`src/rtl/cell_window_scanner.sv`:
```
// Scans a COLS x ROWS bit map in row-major order and emits each cell's 3x3 neighbourhood with its coordinates.
// Latency: 10 fetch cycles per cell plus one emit cycle; first window is valid 11 cycles after start is sampled.
// Backpressure: the window and coordinates hold in EMIT until win_ready; no map reads are issued while stalled.
module cell_window_scanner #(
    parameter int COLS   = 16,
    parameter int ROWS   = 12,
    parameter int X_W    = 4,
    parameter int Y_W    = 4,
    parameter int ADDR_W = 8
) (
    input  logic              clk,
    input  logic              reset,
    input  logic              start,
    output logic              rd_en,
    output logic [ADDR_W-1:0] rd_addr,
    input  logic              rd_data,
    output logic [8:0]        win,
    output logic [X_W-1:0]    win_x,
    output logic [Y_W-1:0]    win_y,
    output logic              win_valid,
    input  logic              win_ready,
    output logic              busy,
    output logic              done
);

    typedef enum logic [1:0] {
        S_IDLE,
        S_FETCH,
        S_EMIT,
        S_DONE
    } state_t;

    state_t          state;
    logic [X_W-1:0]  x;
    logic [Y_W-1:0]  y;
    logic [3:0]      k;
    logic            last_x;
    logic            last_y;
    logic [X_W-1:0]  nx;
    logic [Y_W-1:0]  ny;

    // True when neighbour kk of cell (cx, cy) lies inside the map.
    function automatic logic nb_in(input logic [X_W-1:0] cx, input logic [Y_W-1:0] cy,
                                   input logic [3:0] kk);
        int tx;
        int ty;
        tx = int'(cx) + int'(kk) % 3 - 1;
        ty = int'(cy) + int'(kk) / 3 - 1;
        return (tx >= 0) && (tx < COLS) && (ty >= 0) && (ty < ROWS);
    endfunction

    // RAM address of neighbour kk of cell (cx, cy); zero when off the map.
    function automatic logic [ADDR_W-1:0] nb_addr(input logic [X_W-1:0] cx,
                                                  input logic [Y_W-1:0] cy,
                                                  input logic [3:0] kk);
        int tx;
        int ty;
        tx = int'(cx) + int'(kk) % 3 - 1;
        ty = int'(cy) + int'(kk) / 3 - 1;
        if ((tx >= 0) && (tx < COLS) && (ty >= 0) && (ty < ROWS))
            return ADDR_W'(ty * COLS + tx);
        else
            return '0;
    endfunction

    // Coordinates of the next cell in row-major order.
    always_comb begin
        last_x = (x == X_W'(COLS - 1));
        last_y = (y == Y_W'(ROWS - 1));
        nx     = last_x ? '0 : x + 1'b1;
        ny     = last_x ? y + 1'b1 : y;
    end

    assign win_x = x;
    assign win_y = y;

    // Scan FSM: issue reads one neighbour per cycle, capture each bit one cycle later.
    always_ff @(posedge clk) begin
        if (reset) begin
            state     <= S_IDLE;
            x         <= '0;
            y         <= '0;
            k         <= '0;
            win       <= '0;
            win_valid <= 1'b0;
            rd_en     <= 1'b0;
            rd_addr   <= '0;
            busy      <= 1'b0;
            done      <= 1'b0;
        end else begin
            case (state)
                S_IDLE: begin
                    done <= 1'b0;
                    if (start) begin
                        state   <= S_FETCH;
                        x       <= '0;
                        y       <= '0;
                        k       <= '0;
                        busy    <= 1'b1;
                        rd_en   <= nb_in('0, '0, 4'd0);
                        rd_addr <= nb_addr('0, '0, 4'd0);
                    end
                end
                S_FETCH: begin
                    // Data for neighbour k-1 arrives while the counter reads k.
                    if (k != 4'd0)
                        win[k - 4'd1] <= nb_in(x, y, k - 4'd1) ? rd_data : 1'b0;
                    if (k == 4'd9) begin
                        state     <= S_EMIT;
                        win_valid <= 1'b1;
                        rd_en     <= 1'b0;
                        rd_addr   <= '0;
                    end else begin
                        k <= k + 4'd1;
                        if (k < 4'd8) begin
                            rd_en   <= nb_in(x, y, k + 4'd1);
                            rd_addr <= nb_addr(x, y, k + 4'd1);
                        end else begin
                            rd_en   <= 1'b0;
                            rd_addr <= '0;
                        end
                    end
                end
                S_EMIT: begin
                    if (win_ready) begin
                        win_valid <= 1'b0;
                        if (last_x && last_y) begin
                            state <= S_DONE;
                            done  <= 1'b1;
                            busy  <= 1'b0;
                        end else begin
                            state   <= S_FETCH;
                            x       <= nx;
                            y       <= ny;
                            k       <= '0;
                            rd_en   <= nb_in(nx, ny, 4'd0);
                            rd_addr <= nb_addr(nx, ny, 4'd0);
                        end
                    end
                end
                S_DONE: begin
                    done  <= 1'b0;
                    state <= S_IDLE;
                end
                default: state <= S_IDLE;
            endcase
        end
    end

endmodule
```
`config.mk`:
```
export PLATFORM = sky130hd
export DESIGN_NAME = cell_window_scanner
export DESIGN_NICKNAME = d
export VERILOG_FILES = /design/src/rtl/cell_window_scanner.sv
export SDC_FILE = /design/constraint.sdc
export NUM_CORES = 1
export LEC_CHECK = 0
export ABC_AREA = 1
export CAP_MARGIN = 20
export CELL_PAD_IN_SITES_DETAIL_PLACEMENT = 0
export CELL_PAD_IN_SITES_GLOBAL_PLACEMENT = 1
export CORE_AREA = 2 2 190 99
export CTS_BUF_LIST = sky130_fd_sc_hd__clkbuf_4
export DETAILED_ROUTE_END_ITERATION = 10
export DIE_AREA = 0 0 192 101
export HOLD_SLACK_MARGIN = 0.08
export PLACE_DENSITY_LB_ADDON = 0.1
export SYNTH_ARGS = -nofsm -noshare
export SYNTH_HDL_FRONTEND = slang
export SYNTH_SLANG_ARGS = --single-unit
```
`constraint.sdc`:
```
create_clock -name clk -period 9.2 [get_ports clk]
set_input_delay 2.76 -clock clk [delete_from_list [all_inputs] [get_ports clk]]
set_output_delay 2.76 -clock clk [all_outputs]
set_load 0.01 [all_outputs]
```
==> results of run 1 <==
[area by class of cell]
cell class / instances / area, um2
fill: 1979 / 9400
multi-input combinational: 1059 / 6020
inverter: 277 / 1040
sequential: 35 / 701
timing repair buffer: 33 / 330
tap: 240 / 300
clock inverter: 3 / 43.8
clock buffer: 5 / 37.5
[state kept, by name, indices dropped and copies added (netlist names)]
name       flops
win            9
k              4
win_y          4
rd_addr        8
state          2
done           1
rd_en          1
busy           1
win_x          4
win_valid      1
[kinds of logic after synthesis]
logic type,count (synthesis)
simple gates,706
buf+inv,287
compound gates,197
fa+ha+maj,116
xor+xnor,39
flops,35
mux,1
[per-layer routing]
layer  global-route usage  vias to the layer above  wire [um]  part of all wire
met3               0.0442                        6       1730             0.074
met5                    0                        -          0                 0
met1                0.424                     3738      13600              0.58
met4               0.0170                        0         72            0.0031
li1                     -                     4474          -                 -
met2                0.325                      242       7900              0.34
[worst max-delay path by stage]
stage,end,slack (ps),cells after the start
5_1_grt,rd_addr[1],1650,36
3_5_place_dp,rd_addr[1],2520,37
3_3_place_gp,rd_addr[1],2430,37
6_report,rd_addr[1],2350,36
4_1_cts,rd_addr[1],2460,36
2_1_floorplan,win[0],3920,37
[critical path, delay by kind of cell, from the launching register on]
kind / cells / cell delay [ps]
adders and majority gates: 5 / 1370
xor gates and xnor gates: 1 / 250
AOI/OAI and AO/OA: 6 / 1260
and+or+nand+nor: 17 / 2590
buffers and inverters: 7 / 750
DFF: 1 / 530
[placed cells by master, fill, tap and decap left out, drive strengths merged, types with 2 or more instances in the layout]
cell type	Yosys	final
o21bai	6	6
a211oi	2	2
nand3	88	88
a21boi	3	3
xnor2	9	9
clkbuf	8	5
nand2	401	401
nand3b	8	8
inv	276	276
dfxtp	35	35
fa	6	6
a31oi	8	8
or2	5	5
clkdlybuf4s50	0	33
a21oi	105	105
o31ai	3	3
o21ai	58	58
nand4	42	42
and2	2	2
o21a	2	2
clkinv	1	3
ha	110	110
nor3	21	21
a21o	4	4
xor2	30	30
nor2	138	138
[through the flow]
step / worst slack, ps / util / instances
4_1_cts: 2460 / 0.474 / 1652
3_5_place_dp: 2520 / 0.470 / 1644
6_report: 2350 / 0.474 / 1652
5_1_grt: 1650 / 0.474 / 1652
3_3_place_gp: 2430 / 0.470 / 1644
2_1_floorplan: 3920 / - / 1381
==> out/qor.txt, run 1 <==
Area Growth Syn to Fin: 8.54%
Reg2Reg Depth: 36
Crit. End Element: flip-flop
Async SR Flop Fraction: 0
Hold Path Class: flip-flop to flip-flop
total global routing overflow: 0
Area contributors post-synth: nand2_1 (19%), ha_1 (18%), inv_1 (13%)
largest net degree at the start of global routing: 24
Crit path arrival time: 7140 ps
vias in the first global route: 7,583
max_cap viols: 0
outcome: complete, no violations
share of cells above drive strength 1: 0.0319
worst flop-to-flop path startpoint: k[0]
H-tree levels: 2
Die X: 192 um
post-synthesis cell type count: 52
Max stage delay on crit path: 530 ps
initial antenna violation count: 0
Hold Startpoint: rd_en
PortBufs: 33
fin. max-slew vios: 0
xor-xnor portion of the synthesized cell area: 0.0457
DRC: 0
Worst Path Required: 9490 ps
Max Clock Freq: 146 MHz
clock sink total: 35
warning count from the yosys run: 0
Min-Delay Path Depth: 2
Layout Skew: 18.6 ps
top-count cell post-synth: nand2_1
starting density of the core: 0.437
crit path max-delay cell type: dfxtp_1
post-synthesis compound-gate area fraction: 0.140
TritonCTS Buffers: 5
first-pass GRT wire length: 39,200 um
via count: 8,460
reg2reg end: rd_addr[1]
Critical Path Start Type: flip-flop
area leader, netlist: nand2_1
largest fanout on the critical path: 19
Synth Register Bits: 35
Post-Syn Area: 7800 um2
actual slew at the worst max-slew pin: 921 ps
Synth Area per Inst: 5.65 um2
Post-Layout Inst Area: 8470 um2
post-route antenna net violation count: 0
# resized after CTS: 0
EDFF count, synth: 0
Hold Vio Cnt, Final: 0
RSZ-0062 raised after global routing: false
synthesized-area fraction occupied by adder cells: 0.192
drt pass-1 iters: 5
Post CTS Setup Buffer Count: 0
Reg2Reg Setup Slack: 2350 ps
hpwl dp: 20,000 um
Tmin final: 6850 ps
DRT iter0 DRCs: 680
setup_tns: 0 ps
Final Cycle Share: 0.745
WL final: 23,300 um
n_diodes: 0
CTS Hold Bufs: 0
TritonCTS clock tree: yes
post-synthesis sequential area ratio: 0.0898
largest family of logic cells by synthesized area: simple AND/OR/NAND/NOR gates
placed cell area: 8390 um2
CP Launch Point: k[0]
post-synth top area share: 0.189
wire per inst: 14.1 um
root buffer cell: clkbuf_4
Longest Clk Path Bufs: 2
most frequent CP cell: nand2_1
Synth top cells by count: nand2_1 (393), inv_1 (271), nor2_1 (132), ha_1 (110), a21oi_1 (103)
Synth Instances: 1,381
syn_nets: 1,502
clock-pin slew on the worst setup and hold paths: 140 ps
Final Setup Violations: 0
FP Rows: 35
Core ar.: 17,900 um2
proportion of synthesized area in mux cells: 0.00128
Final GP Congestion: 0.888
Worst Setup Path Type: flip-flop to flip-flop
clk_lat worst skew: 380 ps
Via density: 5.12
die footprint: 19,400 um2
worst hold path endpoint: rd_en
nets: 1,532
post-synthesis simple-gate area fraction: 0.392
Die Height: 101 um
Post-synth top flop: dfxtp_1
max_slew headroom: 0.384
WHS: 471 ps
Top Ports: 34
gr usage total: 0.251
Power of run 1 is not shown: default switching activity piles up to over one toggle a cycle in this logic, so the estimate is an artifact.
==> run 2, diff against run 1 <==
--- a/config.mk
+++ b/config.mk
@@ -9,10 +9,10 @@
 export CAP_MARGIN = 20
 export CELL_PAD_IN_SITES_DETAIL_PLACEMENT = 0
 export CELL_PAD_IN_SITES_GLOBAL_PLACEMENT = 1
-export CORE_AREA = 2 2 190 99
+export CORE_AREA = 2 2 201 104
 export CTS_BUF_LIST = sky130_fd_sc_hd__clkbuf_4
 export DETAILED_ROUTE_END_ITERATION = 10
-export DIE_AREA = 0 0 192 101
+export DIE_AREA = 0 0 203 106
 export HOLD_SLACK_MARGIN = 0.08
 export PLACE_DENSITY_LB_ADDON = 0.1
 export SYNTH_ARGS = -nofsm -noshare
==> constraint.sdc (replaced) <==
create_clock -name clk -period 5.55 [get_ports clk]
set_input_delay 1.665 -clock clk [delete_from_list [all_inputs] [get_ports clk]]
set_output_delay 1.665 -clock clk [all_outputs]
set_load 0.01 [all_outputs]
==> run 2 against run 1 <==
Die area increased by 11%. Global-route usage shrank 1.4 points. Utilization rose by 0.64 points. Highest routed layer unchanged. Wire length up 9.7%. Worst hold slack improved by 6.6 ps. Critical path depth is 1 higher. Largest cell class unchanged. Flip-flop and latch count unchanged.
==> out/qor.txt, run 2 (synthesis results as in run 1) <==
outcome: complete, no violations
met3 WL post-DR: 1480 um (-15%)
final non-filler cell total: 1,752 (+6.1%)
Final Cycle Share: 0.943 (+0.198)
setup_tns: 0 ps (unchanged)
crit path max-delay cell type: dfxtp_4
Crit path arrival time: 5550 ps (-1590 ps)
die footprint: 21,500 um2 (+11%)
Setup WS pre-CTS: -213 ps (-2730 ps)
leading cell type in the layout, fill and taps excluded: nand2_1
max reg flops: 9 (unchanged)
most frequent cells in the layout: nand2_1 (369), inv_1 (260), nor2_1 (115), ha_1 (90), a21oi_1 (83)
vias in the first global route: 7,955 (+4.9%)
Die X: 203 um (+5.7%)
Top Ports: 34 (unchanged)
Tmin final: 5230 ps (-1620 ps)
wire per inst: 14.6 um (+3.5%)
DRT iter0 DRCs: 762 (+12%)
hpwl dp: 21,000 um (+5.0%)
starting density of the core: 0.391 (-0.0457)
clock sink total: 35 (unchanged)
first-pass GRT wire length: 41,500 um (+5.9%)
Worst Path Required: 5870 ps (-3620 ps)
TritonCTS Buffers: 5 (unchanged)
fin util: 0.481 (+0.00637)
Via density: 5.08 (-0.85%)
drt pass-1 iters: 5 (unchanged)
gr usage total: 0.237 (-0.0140)
n_diodes: 0 (unchanged)
share of cells above drive strength 1: 0.152 (+0.120)
max_cap viols: 0 (unchanged)
initial antenna violation count: 0 (unchanged)
Final GP Congestion: 0.884 (-0.50%)
top routing layer in use: met4
placed cells: 1,722 (+4.7%)
Largest Register: win
top flop regs: win x9, rd_addr x8
Max Clock Freq: 191 MHz (+31%)
fin. max-slew vios: 0 (unchanged)
Core ar.: 20,000 um2 (+12%)
Area Growth Syn to Fin: 22.8%
fin worst setup slack: 319 ps (-2030 ps)
Worst Setup Path Type: flip-flop to flip-flop
actual slew at the worst max-slew pin: 1040 ps (+118 ps)
via count: 8,896 (+5.2%)
Final Setup Violations: 0 (unchanged)
WL final: 25,600 um (+9.7%)
Die Height: 106 um (+5.0%)
nets: 1,599 (+4.4%)
Fillers: 2,153 (+8.8%)
largest fanout on the critical path: 9 (-10)
root buffer cell: clkbuf_4
total global routing overflow: 0 (unchanged)
met2 routed WL: 9250 um (+17%)
FP Rows: 37 (+5.7%)
max_slew headroom: 0.305 (-0.0791)
Critical Path Start Type: flip-flop
H-tree levels: 2 (unchanged)
Layout Skew: 13.1 ps (-5.56 ps)
clock-pin slew on the worst setup and hold paths: 140 ps (about the same)
Longest Clk Path Bufs: 2 (unchanged)
DRC: 0 (unchanged)
clk_lat worst skew: 390 ps (about the same)
Crit. End Element: flip-flop
RSZ-0062 raised after global routing: true
Hold Vio Cnt, Final: 0 (unchanged)
Max stage delay on crit path: 410 ps (-120 ps)
largest net degree at the start of global routing: 24 (unchanged)
TritonCTS clock tree: yes
Hold Path Class: flip-flop to flip-flop
met1 WL: 14,800 um (+9.1%)
PortBufs: 33 (unchanged)
CTS Hold Bufs: 0 (unchanged)
post-route antenna net violation count: 0 (unchanged)
## run 2: cell types whose count changed in the layout (fill, tap and decap cells not counted), moves of 11 or more
cell,before,now
nor2_2,2,14
nand3_2,2,13
nand2_2,6,23
buf_4,0,61
nor2_1,132,115
a21oi_2,1,21
nand2_1,393,369
inv_1,271,260
a21oi_1,103,83
nand3_1,86,74
ha_1,110,90
## run 2: repair_timing
action | in CTS | in global routing
gates cloned | 1 | 1
setup buffers | 3 | 17
pin swaps | 4 | 43
gates resized for setup | 19 | 139
endpoints found under the setup margin | 18 | 18
## run 2: critical path: cells and delay by family (launching register included)
kind	cells	cell delay, ps
xor gates and xnor gates	1	140
muxes	1	230
and+or+nand+nor	20	2240
AOI/OAI and AO/OA	2	320
DFF	1	410
adders and majority gates	4	960
buffers and inverters	9	830
## run 2: path summary, 6_finish.rpt
| kind | startpoint | end | slack, ps | cells past startpoint |
|---|---|---|---|---|
| setup reg to reg | k[1] | win[5] | 320 | 37 |
| hold reg to reg | rd_en | rd_en | 480 | 2 |
| hold / removal | rd_en | rd_en | 480 | 2 |
| setup / recovery | k[1] | win[5] | 320 | 37 |
## run 2: final cells by class
cell class | count | area [um2] | area share
repair buffers | 98 | 846 | 0.0882
clock buffers | 5 | 37.5 | 0.00391
multi-input cells | 1061 | 6570 | 0.685
clock inverters | 3 | 38.8 | 0.00405
inverters | 277 | 1050 | 0.109
flip-flops and latches | 35 | 709 | 0.0740
well taps | 273 | 342 | 0.0356
## run 2: layer usage
metal,up-vias,track usage
met3,2,0.0389
met2,202,0.312
li1,4618,-
met4,0,0.00730
met5,-,0
met1,4074,0.402
## run 2: through the flow
step | area, um2 | hold WS (ps)
CTS | 8960 | 481
global placement | 8780 | 454
floorplan | 7800 | 459
detailed placement | 8780 | 461
global route | 9590 | 506
finish | 9590 | 478
Power of run 2 is left out for the same reason.
==> run 3, diff against run 2 <==
--- a/config.mk
+++ b/config.mk
@@ -9,10 +9,10 @@
 export CAP_MARGIN = 20
 export CELL_PAD_IN_SITES_DETAIL_PLACEMENT = 0
 export CELL_PAD_IN_SITES_GLOBAL_PLACEMENT = 1
-export CORE_AREA = 2 2 201 104
+export CORE_AREA = 4 4 203 106
 export CTS_BUF_LIST = sky130_fd_sc_hd__clkbuf_4
 export DETAILED_ROUTE_END_ITERATION = 10
-export DIE_AREA = 0 0 203 106
+export DIE_AREA = 0 0 207 110
 export HOLD_SLACK_MARGIN = 0.08
 export PLACE_DENSITY_LB_ADDON = 0.1
 export SYNTH_ARGS = -nofsm -noshare
==> run 3 against run 2 <==
Flip-flop and latch count unchanged. Global-route usage down 3.3 points. Non-clock buffer count grew 20. Design area up 4.9%. Worst hold slack worse by 9.1 ps. Critical endpoint is now rd_addr[0]. Highest routed layer unchanged.
==> out/qor.txt, run 3 (synthesis results as in run 1) <==
drt pass-1 iters: 5 (unchanged)
routing usage on met1: 0.274 (-0.128)
root buffer cell: clkbuf_4
starting density of the core: 0.401 (+0.00994)
total global routing overflow: 0 (unchanged)
wire per inst: 13.8 um (-5.6%)
actual slew at the worst max-slew pin: 868 ps (-171 ps)
RSZ-0062 raised after global routing: true
first-pass GRT wire length: 39,400 um (-5.1%)
worst hold path endpoint: rd_addr[5]
max reg flops: 9 (unchanged)
Fillers: 2,083 (-3.3%)
H-tree levels: 2 (unchanged)
DRT iter0 DRCs: 443 (-42%)
leading cell type in the layout, fill and taps excluded: nand2_1
share of cells above drive strength 1: 0.197 (+0.0449)
Final GP Congestion: 0.886 (+0.19%)
Hold Startpoint: rd_addr[5]
via count: 8,869 (-0.30%)
CP bufs+invs: 10 (+1)
DRC: 0 (unchanged)
Post-Layout Inst Area: 10,100 um2 (+4.9%)
FF+latch area: 716 um2 (+0.88%)
Worst Setup Path Type: flip-flop to flip-flop
placed cell area: 8790 um2 (about the same)
most frequent cells in the layout: nand2_1 (347), inv_1 (253), nor2_1 (103), a21oi_1 (87), ha_1 (83)
footprint of the multi-input gates: 6890 um2 (+4.9%)
post-route antenna net violation count: 0 (unchanged)
worst flop-to-flop path startpoint: k[1]
top flop regs: win x9, rd_addr x8
Layout Skew: 11.5 ps (-1.58 ps)
Largest Register: win
Reg2Reg Setup Slack: 290 ps (-30 ps)
Crit path arrival time: 5520 ps (-30 ps)
Critical Path Start Type: flip-flop
Final Setup Violations: 0 (unchanged)
FP Rows: 36 (-2.7%)
largest net degree at the start of global routing: 24 (unchanged)
clock-pin slew on the worst setup and hold paths: 110 ps (-30 ps)
fin. max-slew vios: 0 (unchanged)
Crit path depth: 41 (+11%)
clk_lat worst skew: 340 ps (-50 ps)
TritonCTS Buffers: 5 (unchanged)
met3 Use GR: 0.0175 (-0.0214)
Hold Vio Cnt, Final: 0 (unchanged)
nets: 1,618 (+1.2%)
max_slew headroom: 0.419 (+0.114)
Reg2Reg Depth: 41 (+11%)
most frequent CP cell: nand2_2
Final Cycle Share: 0.948 (+0.00548)
outcome: complete, no violations
Longest Clk Path Bufs: 2 (unchanged)
max_cap viols: 0 (unchanged)
n_diodes: 0 (unchanged)
gr usage total: 0.204 (-0.0334)
Die X: 207 um (+2.0%)
Core ar.: 19,500 um2 (-2.5%)
largest fanout on the critical path: 6 (-3)
hpwl dp: 20,100 um (-4.6%)
Max Clock Freq: 190 MHz (-0.58%)
Via density: 5.03 (-0.93%)
global route hottest layer: met2
M2 GR Usage: 0.373 (+0.0609)
Hold Path Class: flip-flop to flip-flop
PortBufs: 33 (unchanged)
Area Growth Syn to Fin: 28.8%
WL final: 24,300 um (-5.0%)
reg2reg end: rd_addr[0]
Die Height: 110 um (+3.8%)
initial antenna violation count: 0 (unchanged)
Max stage delay on crit path: 410 ps (about the same)
clock sink total: 35 (unchanged)
vias in the first global route: 8,234 (+3.5%)
Min-Delay Path Depth: 2 (unchanged)
Worst Path Required: 5810 ps (-60 ps)
Crit. End Element: flip-flop
TritonCTS clock tree: yes
crit path max-delay cell type: fa_2
Tmin final: 5260 ps (+30.4 ps)
Crit path max-delay family: simple AND/OR/NAND/NOR gates
die footprint: 22,800 um2 (+5.8%)
Top Ports: 34 (unchanged)
==> run 3: cell types whose count changed in the layout (fill, tap and decap cells not counted), moves of 4 or more <==
cell     before  now
a21oi_2      21   13
buf_6         2    8
ha_1         90   83
a21oi_1      83   87
ha_4         10   18
a21oi_4       1    5
inv_2        13   20
inv_1       260  253
nand2_1     369  347
nand2_2      23   40
nand2_4       9   14
nor2_2       14   22
nor2_1      115  103
buf_4        61   72
==> run 3: worst register-to-register path, delay by kind of cell, from the launching register on <==
kind | cells | cell delay [ps]
buf+inv | 10 | 830
fa+ha+maj | 7 | 1440
flops | 1 | 390
xor+xnor | 2 | 330
compound gates | 2 | 360
simple gates | 20 | 1830
==> run 3: area by class of cell <==
class | count | area share
clock buffer | 5 | 0.00373
clock inverter | 2 | 0.000871
inverter | 277 | 0.104
multi-input combinational | 1060 | 0.685
sequential | 35 | 0.0712
tap | 266 | 0.0331
timing repair buffer | 118 | 0.102
==> run 3: metrics by stage <==
stage / std cells / hold slack, ps / TNS, ps / setup slack, ps / util
after floorplan: 1381 / 459 / 0 / 265 / -
after global placement: 1719 / 454 / -450 / -69.3 / 0.452
after detailed placement: 1719 / 459 / -1130 / -76.3 / 0.452
after CTS: 1726 / 475 / 0 / 11.8 / 0.457
after global routing: 1763 / 483 / -467 / -73.1 / 0.517
final: 1763 / 469 / 0 / 288 / 0.517
==> run 3: per-layer routing <==
layer	vias to the layer above	wire [um]
met4	0	189
met5	-	0
met3	18	706
li1	4656	-
met2	106	11600
met1	4089	11800
==> run 3: worst max path at each step <==
stage               from          to  slack (ps)
floorplan           k[0]      win[0]         270
detailed placement  k[1]  rd_addr[1]         -80
finish              k[1]  rd_addr[0]         290
global route        k[0]  rd_addr[0]         -70
global placement    k[2]  rd_addr[1]         -70
CTS                 k[0]  rd_addr[5]          10
==> run 3: repair_timing <==
action,CTS,global route
buffers inserted,0,34
cloned,0,3
setup endpoints to repair,18,18
hold buffers,0,0
pin swaps,1,85
gates resized for setup,15,230
Power of run 3 is left out for the same reason.
